==> src/rtl/reg_alu_pkg.sv <==
// reg_alu_pkg: opcode, ALU op, state and field constants shared by the sequencer
package reg_alu_pkg;
    localparam logic [2:0] OP_NOP  = 3'b000;
    localparam logic [2:0] OP_LDI  = 3'b001;
    localparam logic [2:0] OP_ALU  = 3'b010;
    localparam logic [2:0] OP_MOV  = 3'b011;
    localparam logic [2:0] OP_RADD = 3'b100;
    localparam logic [1:0] ALU_ADD = 2'b00;
    localparam logic [1:0] ALU_SUB = 2'b01;
    localparam logic [1:0] ALU_AND = 2'b10;
    localparam logic [1:0] ALU_OR  = 2'b11;
    localparam int OPC_LSB = 13;
    localparam int RD_LSB  = 10;
    localparam int RA_LSB  = 7;
    localparam int RB_LSB  = 4;
    typedef enum logic [1:0] {IDLE, EXEC, WB} state_t;
endpackage

==> src/rtl/reg_alu_dec.sv <==
// reg_alu_dec: combinational decode of the latched instruction into datapath controls
module reg_alu_dec
    import reg_alu_pkg::*;
(
    input  logic [15:0] inst,
    output logic        sel,
    output logic [1:0]  op,
    output logic [2:0]  rd_addr_a,
    output logic [2:0]  rd_addr_b,
    output logic [2:0]  wr_addr,
    output logic        legal,
    output logic        writes,
    output logic        is_repeat,
    output logic        n_zero
);
    logic [2:0] opc, rd, ra, rb;
    always_comb begin
        opc       = inst[OPC_LSB +: 3];
        rd        = inst[RD_LSB +: 3];
        ra        = inst[RA_LSB +: 3];
        rb        = inst[RB_LSB +: 3];
        legal     = opc <= OP_RADD;
        is_repeat = opc == OP_RADD;
        writes    = legal && opc != OP_NOP;
        n_zero    = inst[3:0] == 4'd0;
        sel       = opc == OP_ALU || opc == OP_MOV || is_repeat;
        // MOV is an AND of ra with itself; RADD accumulates into rd
        op        = opc == OP_ALU ? inst[1:0] : opc == OP_MOV ? ALU_AND : ALU_ADD;
        rd_addr_a = is_repeat ? rd : ra;
        rd_addr_b = is_repeat || opc == OP_MOV ? ra : rb;
        wr_addr   = rd;
    end
endmodule

==> src/rtl/reg_alu_seq.sv <==
// reg_alu_seq: multi-cycle IDLE/EXEC/WB sequencer driving the reg_alu control inputs
module reg_alu_seq
    import reg_alu_pkg::*;
(
    input  logic        clk,
    input  logic        reset,
    input  logic        inst_valid,
    input  logic [15:0] inst,
    input  logic [15:0] imm,
    output logic        inst_ready,
    output logic        sel,
    output logic        wr,
    output logic [1:0]  op,
    output logic [2:0]  rd_addr_a,
    output logic [2:0]  rd_addr_b,
    output logic [2:0]  wr_addr,
    output logic [15:0] d_in,
    output logic        done,
    output logic        err
);
    state_t      state_q, state_d;
    logic [15:0] inst_q, inst_d, imm_q, imm_d;
    logic [3:0]  cnt_q, cnt_d;
    logic        done_q, done_d, err_q, err_d;
    logic        dsel, legal, writes, is_repeat, n_zero, act;
    logic [1:0]  dop;
    logic [2:0]  da, db, dw;

    reg_alu_dec u_dec (
        .inst(inst_q), .sel(dsel), .op(dop), .rd_addr_a(da), .rd_addr_b(db), .wr_addr(dw),
        .legal(legal), .writes(writes), .is_repeat(is_repeat), .n_zero(n_zero)
    );

    always_ff @(posedge clk or posedge reset) begin
        if (reset) begin
            state_q <= IDLE;
            inst_q  <= '0;
            imm_q   <= '0;
            cnt_q   <= '0;
            done_q  <= 1'b0;
            err_q   <= 1'b0;
        end else begin
            state_q <= state_d;
            inst_q  <= inst_d;
            imm_q   <= imm_d;
            cnt_q   <= cnt_d;
            done_q  <= done_d;
            err_q   <= err_d;
        end
    end

    always_comb begin
        state_d = state_q;
        inst_d  = inst_q;
        imm_d   = imm_q;
        cnt_d   = cnt_q;
        done_d  = 1'b0;
        err_d   = 1'b0;
        case (state_q)
            IDLE: if (inst_valid) begin
                state_d = EXEC;
                inst_d  = inst;
                imm_d   = imm;
                cnt_d   = inst[3:0];
            end
            EXEC: if (!writes || (is_repeat && n_zero)) begin
                state_d = IDLE;
                done_d  = 1'b1;
                err_d   = !legal;
            end else state_d = WB;
            WB: if (is_repeat && cnt_q > 4'd1) begin
                state_d = EXEC;
                cnt_d   = cnt_q - 4'd1;
            end else begin
                state_d = IDLE;
                done_d  = 1'b1;
            end
            default: state_d = IDLE;
        endcase
    end

    // outputs decode straight from state so reset clears wr without waiting for an edge
    always_comb begin
        act        = state_q != IDLE;
        inst_ready = state_q == IDLE;
        wr         = state_q == WB;
        sel        = act && dsel;
        op         = act ? dop : ALU_ADD;
        rd_addr_a  = act ? da : 3'd0;
        rd_addr_b  = act ? db : 3'd0;
        wr_addr    = act ? dw : 3'd0;
        d_in       = act ? imm_q : 16'd0;
        done       = done_q;
        err        = err_q;
    end
endmodule

==> config.mk <==
export PLATFORM = sky130hd
export DESIGN_NAME = reg_alu_seq
export DESIGN_NICKNAME = d
export VERILOG_FILES = /design/src/rtl/reg_alu_pkg.sv /design/src/rtl/reg_alu_dec.sv /design/src/rtl/reg_alu_seq.sv
export SDC_FILE = /design/constraint.sdc
export NUM_CORES = 1
export LEC_CHECK = 0
export BUFFER_PORTS_ARGS = -buffer_cell sky130_fd_sc_hd__buf_2
export CAP_MARGIN = 20
export CELL_PAD_IN_SITES_DETAIL_PLACEMENT = 2
export CELL_PAD_IN_SITES_GLOBAL_PLACEMENT = 2
export CORE_UTILIZATION = 31
export CTS_CLUSTER_SIZE = 8
export DETAILED_ROUTE_END_ITERATION = 8
export PLACE_DENSITY_LB_ADDON = 0.1
export SYNTH_ARGS = -nofsm -noshare
export SYNTH_HDL_FRONTEND = slang
export SYNTH_SLANG_ARGS = --single-unit
export TNS_END_PERCENT = 1
==> constraint.sdc <==
create_clock -name clk -period 2.3 [get_ports clk]
set_clock_uncertainty 0.2 [all_clocks]
set_input_delay 0.23 -clock clk [delete_from_list [all_inputs] [get_ports clk]]
set_output_delay 0.23 -clock clk [all_outputs]
set_load 0.005 [all_outputs]
* Word-level counts from Yosys, hierarchy flattened
Index checks and enable logic that the tools add are counted.
Word-level totals: register bits 40, output and inout port bits 32
Cells by class: add/subtract/negate cells 1, order comparisons 2, equal/unequal tests 7, mux-type cells 21, reduce and logical (&&, ||, !) cells 17
Operators with widths (count):
- $mux W16 | 1
- $mux W3 | 5
- $mux W2 | 5
- $mux W4 | 2
- $pmux W4 S2 | 1
- $eq A3 B2 Y1 const B | 2
- $pmux W2 S3 | 1
- $mux W1 | 5
- $gt A4 B1 Y1 const B | 1
- $logic_and A1 B1 Y1 | 4
- $logic_not A4 Y1 | 1
- $logic_or A1 B1 Y1 | 4
- $reduce_bool A2 Y1 | 2
- $sub A4 B1 Y4 const B | 1
- $eq A3 B3 Y1 const B | 1
- $le A3 B3 Y1 const B | 1
- $reduce_and A3 Y1 | 1
- $reduce_bool A3 Y1 | 1
- $eq A2 B1 Y1 const B | 1
- $eq A2 B2 Y1 const B | 1
- $logic_not A1 Y1 | 2
- $logic_not A2 Y1 | 1
- $ne A2 B1 Y1 const B | 1
- $ne A2 B2 Y1 const B | 1
- 2 further kinds | 2

* Longest topological paths before layout
Gate-level depths: netlist of run 1.
depth in word-level cells 6, gate-level depth with buffers 8

* By module
Synthesis of run 1 repeated with hierarchy kept, for this count alone.
Second synthesis, totals: cells, all modules 189, area, all modules 2189.6 µm²
By module, submodules not included:
- reg_alu_seq | times used 1, cells each 157, area an instance 1940.6 µm², sequential area each 1001.0 µm²
- reg_alu_dec | times used 1, cells each 32, area an instance 249.0 µm², sequential area each 0.0 µm²

* Worst setup path after synthesis of run 1
Ideal clock, no wire load.
path kind reg-to-reg, from register inst_q[13], to register done_q (netlist: done), library setup time 0.069 ns, data arrival time 1.776 ns, path slack 0.256 ns, stages on the path, launching flop included 9, buffers on the path 1, period minus slack after synthesis 2.044 ns, cell sequence dfrtp_1 -> or2_2 -> inv_1 -> ha_1 -> buf_6 -> or4b_1 -> o21ai_2 -> a22oi_2 -> nor2b_2
On the way: word-level cells in the longest chain between the ends 6, elaborated cells between the ends (all ways) 11, those cells by class 1 x order compare; 1 x eq/ne; 3 x mux; 6 x reduce/logical
RTL lines:
- start, declared | line reg_alu_seq.sv:22 | logic [15:0] inst_q, inst_d, imm_q, imm_d;
- start signal, assigned | line reg_alu_seq.sv:44 | inst_q <= inst_d;
- $le A3 B3 Y1 / $reduce_bool A3 Y1 (equally long branches) | line reg_alu_dec.sv:22, reg_alu_dec.sv:24
- $logic_and A1 B1 Y1 | line reg_alu_dec.sv:24 | writes = legal && opc != OP_NOP;
- $logic_not A1 Y1 | line reg_alu_seq.sv:66 | EXEC: if (!writes || (is_repeat && n_zero)) begin
- $logic_or A1 B1 Y1 | line reg_alu_seq.sv:66
- $mux W1 | line reg_alu_seq.sv:66
- $pmux W1 S2 * | line reg_alu_seq.sv:59 | case (state_q)
- named net done_d | line reg_alu_seq.sv:24 | logic done_q, done_d, err_q, err_d;
- end signal, assigned | line reg_alu_seq.sv:47 | done_q <= done_d;
- end, declared | line reg_alu_seq.sv:24
Mark *: on every way through the listed nets, which the timed path passes. The rest lies on a longest branch. A chain may end at the register's enable or synchronous reset.

* Final worst setup path of run 1
from register inst_q[13], to output rd_addr_a[1]
On the way: word-level cells in the longest chain between the ends 3
RTL lines:
- $eq A3 B3 Y1 | line reg_alu_dec.sv:23 | is_repeat = opc == OP_RADD;
- $mux W3 | line reg_alu_dec.sv:29 | rd_addr_a = is_repeat ? rd : ra;
- $mux W3 | line reg_alu_seq.sv:89 | rd_addr_a = act ? da : 3'd0;
- end, declared | line reg_alu_seq.sv:14 | output logic [2:0] rd_addr_a,
Every way passes these cells.

==> qor.yml, run 1 <==
setup_tns_ns: 0
coreArea_sq_um: 6350
cp-start-kind: "flip-flop"
hold_path_class: "primary input to flip-flop"
path_max_fanout: 5
synthCells: 172
syn_area_per_cell_sq_um: 11.9
die-area_sq_um: 6920
synth-warning-count: 0
drive_gt1_share_pct: 45.9
synth-seq-cells: 40
end_kind: "primary output"
core.rowCount: 29
required_ns: 1.87
route.detailed.drc: 0
cts_buffers: 5
ys_types: 35
p_seq_share_pct: 36.5
cts.sinks: 40
clockPowerShare_pct: 13.6
period_needed_ns: 2.28
yosysSeqAreaShare_pct: 49.0
peakVddDrop_v: 0.000511
synth_top_area_share_pct: 49.0
setup_viol: 0
cts_root_buf: "clkbuf_8"
clk_path_buf_depth: 2
p_leak_nw: 1.39
gpl.final_weighted_congestion: 0.746
htree_levels: 2
fmax_mhz: 439
worst_pin_slew_ns: 0.539
vias_per_cell: 4.88
power_density_nw_per_um2: 1250
ant_nets: 0
antenna_found_initial: 0
p_sw_share_pct: 38.2
outcome: "finished, violations left"
cap_violations: 0
n_fill_cell: 648
relSlewSlack_pct: 64.1
initial_utilization_pct: 32.2
grt_max_degree: 41
overflow: 0
area_delta_synth_final_pct: 43.0
arrival_ns: 1.85
io_pins: 67
p_int_mw: 2.25
insertion_delay_ns: 0.29
cts_tree: "yes"
instances_no_fill: 356
hold_viol_final: 1
p_sw_mw: 1.39
wl_mm: 6.34
fp.dieW_microns: 83.2
drtPass1Iterations: 4
vias: 1739
synthTopCellsByArea: "dfrtp_1 (49%), mux2_2 (18%), nor2b_1 (6.1%)"
violations: "negative hold slack"
chipHeight_microns: 83.2
synth.largest_area_cell: "dfrtp_1"
grt_first_pass_wirelength_mm: 10.0
antennaDiodeCount: 0
wire_per_inst_microns: 17.8
grt.total_usage_pct: 18.6
place_inst: 314
path_clk_slew_ns: 0.08
final_max_slew_viol_count: 0
comb_power_share_pct: 49.8
final_nets: 321
worstSetupPathType: "flip-flop to primary output"
timing.hold.ws_ns: -0.00177
dp_hpwl_mm: 4.21
syn_area_sq_um: 2040
drt_iter0_markers: 44
grt_pass1_vias: 1947
io_buffers: 66
finalCritPeriodShare_pct: 99.0
syn_nets: 215
==> routing by layer <==
layer  track usage, %  part of all wire (%)  up-vias
met2             35.9                    55       44
met3             3.28                   2.9        6
met1             21.1                    41      883
met5                0                     0        -
met4             4.23                  0.84        0
li1                 -                     -      806
==> worst max-delay path: stages (launching register included) <==
cell     delay, ns
dfrtp_1       0.43
or2_2         0.35
inv_2         0.09
ha_4          0.17
buf_4         0.14
mux2i_1       0.18
nor2_1        0.07
buf_2         0.13
==> cells in the final DEF (no fill, tap or decap), drive strengths merged, types with 2 or more instances in the layout <==
master / netlist / routed
nor2b: 21 / 21
clkbuf: 1 / 6
o22ai: 6 / 6
nor2: 12 / 12
a21oi: 3 / 3
nor3: 2 / 2
nand2: 3 / 3
dlygate4sd3: 0 / 31
o22a: 2 / 2
mux2: 33 / 33
o31a: 2 / 2
nand2b: 2 / 2
o21ai: 2 / 2
clkinv: 0 / 2
dfrtp: 40 / 40
buf: 8 / 77
mux2i: 7 / 7
inv: 7 / 7
ha: 8 / 8
==> logic make-up after synthesis <==
group,count (synthesis),share of synthesized area [%]
compound gates,22,8.32
fa+ha+maj,8,4.90
buf+inv,16,3.67
flops,40,49.0
mux,40,21.6
simple gates,46,12.5
==> sequential cells by signal, summed over array words and instances, names as in the netlist <==
name and count:
err 1, done 1, cnt_q 4, state_q 2, inst_q 16, imm_q 16
==> Yosys cell counts <==
cell	number
a21boi_0	1
a21oi_1	3
a22oi_2	1
a2bb2oi_1	1
a311oi_1	1
a31oi_1	1
a41o_2	1
and2_1	1
buf_1	1
buf_2	6
buf_6	1
clkbuf_1	1
dfrtp_1	40
ha_1	8
inv_1	7
mux2_2	33
mux2i_1	7
nand2_1	3
nand2b_1	2
nand3_1	1
nand3b_1	1
nor2_1	12
nor2b_1	20
nor2b_2	1
nor3_1	2
nor4b_1	1
o21ai_0	1
o21ai_2	1
o22a_1	2
o22ai_1	6
o31a_1	1
o31a_2	1
o31ai_2	1
or2_2	1
or4b_1	1
==> per-stage QoR <==
step	instance area [sq um]	hold slack [ns]	total power, mW	worst slack, ns	utilization (%)
after floorplan	2040	0.181	2.37	0.256	-
after detailed placement	2480	0.204	3.04	0.133	39.1
after global placement	2480	0.177	2.90	0.215	39.1
after CTS	2900	0.00145	3.62	0.00322	45.7
final	2920	-0.00177	3.65	0.0221	46.0
after global routing	2920	0.00704	3.91	-0.0544	46.0
==> path summary, 6_finish.rpt <==
path / start / endpoint / slack (ns) / cells past startpoint
worst max-delay path: inst_q[13]$_DFFE_PP0P_ / rd_addr_a[1] / 0.02 / 7
min in group asynchronous: reset / imm_q[15]$_DFFE_PP0P_ / 0.46 / 4
worst min-delay path: inst[0] / inst_q[0]$_DFFE_PP0P_ / -0.002 / 2
worst min register to register: imm_q[1]$_DFFE_PP0P_ / imm_q[1]$_DFFE_PP0P_ / 0.30 / 1
max in group asynchronous: reset / imm_q[4]$_DFFE_PP0P_ / 1.08 / 4
worst max register to register: inst_q[13]$_DFFE_PP0P_ / done$_DFF_PP0_ / 0.08 / 8
==> layout make-up <==
class                   count  area, sq um  share of cell area [%]
well taps                  77         96.3                    3.29
multi-input cells         116          985                    33.7
repair buffers            108          723                    24.7
flip-flops and latches     40         1000                    34.2
inverters                   7         26.3                   0.899
clock buffers               6         82.6                    2.82
clock inverters             2         10.0                   0.342
==> timing repair <==
item / 4_1_cts / 5_1_grt
setup buffers: 0 / 3
pin swaps: 0 / 0
hold buffers: 31 / 0
endpoints found under the setup margin: 5 / 5
gates resized for setup: 3 / 1
hold endpoints to repair: 70 / 0
==> power by group through the flow <==
stage	Clock, mW	Sequential [mW]	Combinational [mW]
3_3_place_gp	0	1.28	1.62
2_1_floorplan	0	1.22	1.14
4_1_cts	0.514	1.32	1.79
6_report	0.498	1.33	1.82
5_1_grt	0.540	1.37	1.99
3_5_place_dp	0	1.33	1.71
No activity file was read; power rests on OpenSTA's default activity.
==> run 2, diff against run 1 <==
Settings changed: CORE_ASPECT_RATIO from default to 0.8, CTS_BUF_LIST from default to sky130_fd_sc_hd__clkbuf_16.
==> qor.yml, run 2 (synthesis gave the netlist of run 1 again) <==
outcome: "finished, final reports clean"
r2r-start: "inst_q[13]$_DFFE_PP0P_"
dp_hpwl_mm: 3.83  # -9.1%
drt_iter0_markers: 19  # -57%
cap_violations: 0  # unchanged
cts.sinks: 40  # unchanged
peakVddDrop_v: 0.000469  # -8.4%
end_kind: "primary output"
cp-start-kind: "flip-flop"
grt.total_usage_pct: 17.8  # -0.83 points
drive_gt1_share_pct: 46.2  # +0.30 points
p_sw_share_pct: 35.7  # -2.5 points
grt_max_degree: 41  # unchanged
die-area_sq_um: 6930  # about the same
vias_per_cell: 4.74  # -2.9%
initial_utilization_pct: 32.1  # -0.13 points
core.rowCount: 26  # -10%
chipHeight_microns: 74.6  # -10%
fin_area_sq_um: 2970  # +1.5%
final_cell_mix: "buf_2 (66), dfrtp_1 (39), mux2_2 (33), dlygate4sd3_1 (29), nor2b_1 (20)"
ant_nets: 0  # unchanged
r2r_cells: 7  # -1
instances_no_fill: 359  # +0.84%
p_seq_share_pct: 34.6  # -1.9 points
antenna_found_initial: 0  # unchanged
hold_path_class: "primary input to flip-flop"
path_cells: "or2_2 -> inv_2 -> ha_4 -> buf_4 -> mux2i_1 -> nor2_1 -> buf_2"
finalCritPeriodShare_pct: 95.2  # -3.8 points
r2r_end: "done$_DFF_PP0_"
io_buffers: 66  # unchanged
gpl.final_weighted_congestion: 0.678  # -9.1%
fp.dieW_microns: 92.8  # +12%
clockPowerShare_pct: 17.2  # +3.6 points
htree_levels: 2  # unchanged
grt_pass1_vias: 1911  # -1.8%
fmax_mhz: 457  # +4.0%
endpoint: "rd_addr_a[2]"
drtPass1Iterations: 3  # -1
n_fill_cell: 674  # +4.0%
io_pins: 67  # unchanged
startpoint: "inst_q[13]$_DFFE_PP0P_"
worstSetupPathType: "flip-flop to primary output"
p_sw_mw: 1.34  # -3.7%
place_ws_ns: 0.187  # +0.0545 ns
vias: 1702  # -2.1%
final_max_slew_viol_count: 0  # unchanged
power_density_nw_per_um2: 1270  # +1.5%
hold_viol_final: 0  # -1
setup_ws_ns: 0.110  # +0.0876 ns
coreArea_sq_um: 6380  # +0.41%
p_leak_nw: 1.40  # +0.87%
final_nets: 318  # -0.93%
area_delta_synth_final_pct: 45.1
wire_per_inst_microns: 15.9  # -11%
slowest_delay_ns: 0.42  # about the same
path_max_fanout: 4  # -1
arrival_ns: 1.76  # -0.09 ns
relSlewSlack_pct: 65.0  # +0.89 points
p_int_mw: 2.41  # +7.2%
wl_mm: 5.71  # -10%
worst_path_max_delay_cell: "dfrtp_2"
period_needed_ns: 2.19  # -0.0876 ns
cts_buffers: 5  # unchanged
rsz0062_at_grt: "false"
cts_tree: "yes"
overflow: 0  # unchanged
antennaDiodeCount: 0  # unchanged
grt_first_pass_wirelength_mm: 9.43  # -5.9%
rrSetupSlack_ns: 0.27  # +0.19 ns
insertion_delay_ns: 0.28  # about the same
setup_viol: 0  # unchanged
comb_power_share_pct: 48.2  # -1.6 points
place_inst: 320  # +1.9%
required_ns: 1.87  # about the same
layout_commonest_cell: "buf_2"
path_clk_slew_ns: 0.05  # -0.03 ns
route.detailed.drc: 0  # unchanged
timing.hold.ws_ns: 0.0103  # +0.0120 ns
clk_path_buf_depth: 2  # unchanged
worst_pin_slew_ns: 0.525  # -0.0133 ns
cts_root_buf: "clkbuf_16"
reg_top3: "imm_q: 16 flops, inst_q: 16 flops, cnt_q: 4 flops"
place_area_sq_um: 2500  # +0.55%
setup_tns_ns: 0  # unchanged
==> run 2: worst min-delay path by stage <==
stage | cells after the start | end | slack [ns] | start
finish | 2 | inst_q[3]$_DFFE_PP0P_ | 0.01 | inst[3]
global route | 2 | inst_q[3]$_DFFE_PP0P_ | 0.007 | inst[3]
CTS | 2 | inst_q[3]$_DFFE_PP0P_ | 0.005 | inst[3]
detailed placement | 3 | imm_q[1]$_DFFE_PP0P_ | 0.20 | reset
global placement | 3 | imm_q[1]$_DFFE_PP0P_ | 0.18 | reset
floorplan | 1 | imm_q[0]$_DFFE_PP0P_ | 0.18 | imm[0]
==> run 2: critical path, delay by kind of cell, from the launching register on <==
family                     cells  cell delay [ns]
adders and majority gates      1             0.14
buffers and inverters          3             0.35
DFF                            1             0.42
muxes                          1             0.19
and+or+nand+nor                2             0.39
==> run 2: final cells by class <==
cell class / instances / area, sq um / share of cell area, %
tap: 84 / 105 / 3.54
sequential: 40 / 1000 / 33.8
clock buffer: 5 / 125 / 4.22
inverter: 7 / 26.3 / 0.886
clock inverter: 2 / 8.76 / 0.295
multi-input combinational: 116 / 991 / 33.4
timing repair buffer: 105 / 708 / 23.9
==> run 2: timing repair <==
item,4_1_cts,5_1_grt
endpoints found under the setup margin,3,7
hold buffers,29,0
gates resized for setup,2,4
buffers inserted,0,3
endpoints found under the hold margin,68,0
==> run 2: stage by stage <==
step | util [%] | power (mW)
after global routing | 46.5 | 4.05
after detailed placement | 39.1 | 3.01
after CTS | 45.9 | 3.74
final | 46.5 | 3.76
after floorplan | - | 2.37
after global placement | 39.1 | 2.91
==> run 2: per-layer routing <==
| layer | track usage [%] | wire (microns) | vias up |
|---|---|---|---|
| met5 | 0 | 0 | - |
| met4 | 5.81 | 44 | 0 |
| met3 | 4.55 | 248 | 5 |
| met2 | 32.6 | 2930 | 39 |
| met1 | 20.7 | 2490 | 855 |
| li1 | - | - | 803 |
==> run 2: power by group through the flow <==
stage,logic (mW),clock network (mW),registers [mW]
4_1_cts,1.77,0.668,1.30
5_1_grt,1.99,0.702,1.35
6_report,1.81,0.647,1.30
3_5_place_dp,1.71,0,1.30
2_1_floorplan,1.14,0,1.22
3_3_place_gp,1.64,0,1.28
==> run 3, diff against run 2 <==
Settings changed: REMOVE_ABC_BUFFERS from default to 1.
==> qor.yml, run 3 (synthesis gave the netlist of run 1 again) <==
wire_per_inst_microns: 17.2  # +8.2%
cp-start-kind: "flip-flop"
final_max_slew_viol_count: 0  # unchanged
path_buf_inv: 3  # unchanged
place_area_sq_um: 2500  # +0.30%
vias: 1703  # +0.059%
fmax_mhz: 449  # -1.6%
setup_tns_ns: 0  # unchanged
cts.sinks: 40  # unchanged
finalCritPeriodShare_pct: 96.7  # +1.5 points
r2r-start: "inst_q[14]$_DFFE_PP0P_"
p_int_mw: 2.75  # +14%
grt_pass1_vias: 1921  # +0.52%
antennaDiodeCount: 0  # unchanged
cts_root_buf: "clkbuf_16"
hold_path_class: "primary input to flip-flop"
timing.hold.ws_ns: 0.00763  # -0.00264 ns
layout_commonest_cell: "buf_2"
insertion_delay_ns: 0.28  # about the same
power_density_nw_per_um2: 1380  # +9.1%
reg_top3: "imm_q: 16 flops, inst_q: 16 flops, cnt_q: 4 flops"
dp_hpwl_mm: 4.30  # +12%
required_ns: 1.87  # about the same
chipHeight_microns: 74.6  # unchanged
clockPowerShare_pct: 24.2  # +7.0 points
path_clk_slew_ns: 0.06  # about the same
grt_max_degree: 37  # -9.8%
io_pins: 67  # unchanged
drt_iter0_markers: 53  # +34
gpl.final_weighted_congestion: 0.717  # +5.9%
drtPass1Iterations: 3  # unchanged
cap_violations: 0  # unchanged
outcome: "finished, final reports clean"
grt_busiest_layer: "met2"
grt_first_pass_wirelength_mm: 9.50  # +0.73%
arrival_ns: 1.80  # +0.04 ns
vias_per_cell: 4.78  # +0.90%
ant_nets: 0  # unchanged
wl_mm: 6.13  # +7.3%
end_kind: "primary output"
startpoint: "inst_q[14]$_DFFE_PP0P_"
grt.total_usage_pct: 18.4  # +0.56 points
overflow: 0  # unchanged
drive_gt1_share_pct: 46.7  # +0.51 points
path_max_fanout: 6  # +2
coreArea_sq_um: 6380  # unchanged
htree_levels: 2  # unchanged
p_sw_mw: 1.39  # +3.6%
grt_use_met1_pct: 21.0  # +0.33 points
initial_utilization_pct: 32.1  # unchanged
p_seq_share_pct: 31.7  # -2.9 points
comb_power_share_pct: 44.1  # -4.1 points
min_from: "imm[8]"
period_needed_ns: 2.23  # +0.0348 ns
total_power_mw: 4.14  # +10%
grt_use_met3_pct: 3.74  # -0.81 points
peakVddDrop_v: 0.000437  # -6.7%
fp.dieW_microns: 92.8  # unchanged
core.rowCount: 26  # unchanged
cp_top_family: "flip-flops"
io_buffers: 66  # unchanged
hold_viol_final: 0  # unchanged
use_met2_pct: 35.9  # +3.3 points
rsz0062_at_grt: "false"
slowest_delay_ns: 0.40  # -0.02 ns
relSlewSlack_pct: 66.4  # +1.4 points
clk_path_buf_depth: 2  # unchanged
p_sw_share_pct: 33.6  # -2.2 points
setup_viol: 0  # unchanged
antenna_found_initial: 0  # unchanged
path_cells: "or2_2 -> inv_1 -> ha_4 -> buf_4 -> mux2i_1 -> nor2_1 -> buf_2"
worst_path_max_delay_cell: "dfrtp_1"
fin_area_sq_um: 3000  # +1.1%
final_cell_mix: "buf_2 (66), dfrtp_1 (40), mux2_2 (33), dlygate4sd3_1 (24), nor2b_1 (20)"
route.detailed.drc: 0  # unchanged
worstSetupPathType: "flip-flop to primary output"
p_leak_nw: 1.42  # +1.4%
cts_buffers: 5  # unchanged
die-area_sq_um: 6930  # unchanged
final_core_util_pct: 47.0  # +0.49 points
cts_tree: "yes"
final_nets: 314  # -1.3%
area_delta_synth_final_pct: 46.6
worst_pin_slew_ns: 0.501  # -0.0239 ns
## run 3: final timing paths
check / to / slack, ns / depth (start not counted)
min in group asynchronous: imm_q[6]$_DFFE_PP0P_ / 0.35 / 4
worst min register to register: imm_q[3]$_DFFE_PP0P_ / 0.30 / 1
max in group asynchronous: err$_DFF_PP0_ / 1.28 / 4
worst min-delay path: imm_q[8]$_DFFE_PP0P_ / 0.008 / 2
worst max register to register: done$_DFF_PP0_ / 0.24 / 7
worst max-delay path: rd_addr_a[1] / 0.07 / 7
## run 3: metrics by stage
stage / setup slack, ns / cells
final: 0.0749 / 356
after floorplan: -0.643 / 163
after global placement: 0.235 / 321
after detailed placement: 0.128 / 321
after CTS: 0.0289 / 352
after global routing: 0.00274 / 356
## run 3: area by class of cell
class | count | area (sq um)
clock buffer | 5 | 125
clock inverter | 3 | 90.1
fill | 686 | 3380
inverter | 7 | 26.3
multi-input combinational | 116 | 985
sequential | 40 | 1000
tap | 84 | 105
timing repair buffer | 101 | 666
## run 3: worst register-to-register path, delay by kind of cell, from the launching register on
kind	cells	cell delay, ns
AOI/OAI and AO/OA	2	0.24
adders and majority gates	1	0.16
buffers and inverters	1	0.10
and+or+nand+nor	3	0.88
DFF	1	0.40
## run 3: what timing repair did
item / 4_1_cts / 5_1_grt
gates resized for setup: 3 / 0
hold buffers: 23 / 1
buffers inserted: 0 / 3
hold endpoints to repair: 62 / 1
setup endpoints to repair: 6 / 3
## run 3: metal layers
metal / vias to the layer above / share of wire [%]
met5: - / 0
met4: 0 / 0.36
met3: 2 / 3.2
met2: 34 / 54
met1: 872 / 42
li1: 795 / -
## run 3: power by group through the flow
stage          sequential (mW)  clock, mW  combinational [mW]
3_5_place_dp              1.32          0                1.75
6_report                  1.31       1.00                1.83
3_3_place_gp              1.27          0                1.65
2_1_floorplan             1.22          0                1.10
4_1_cts                   1.32       1.03                1.82
5_1_grt                   1.36       1.06                2.01
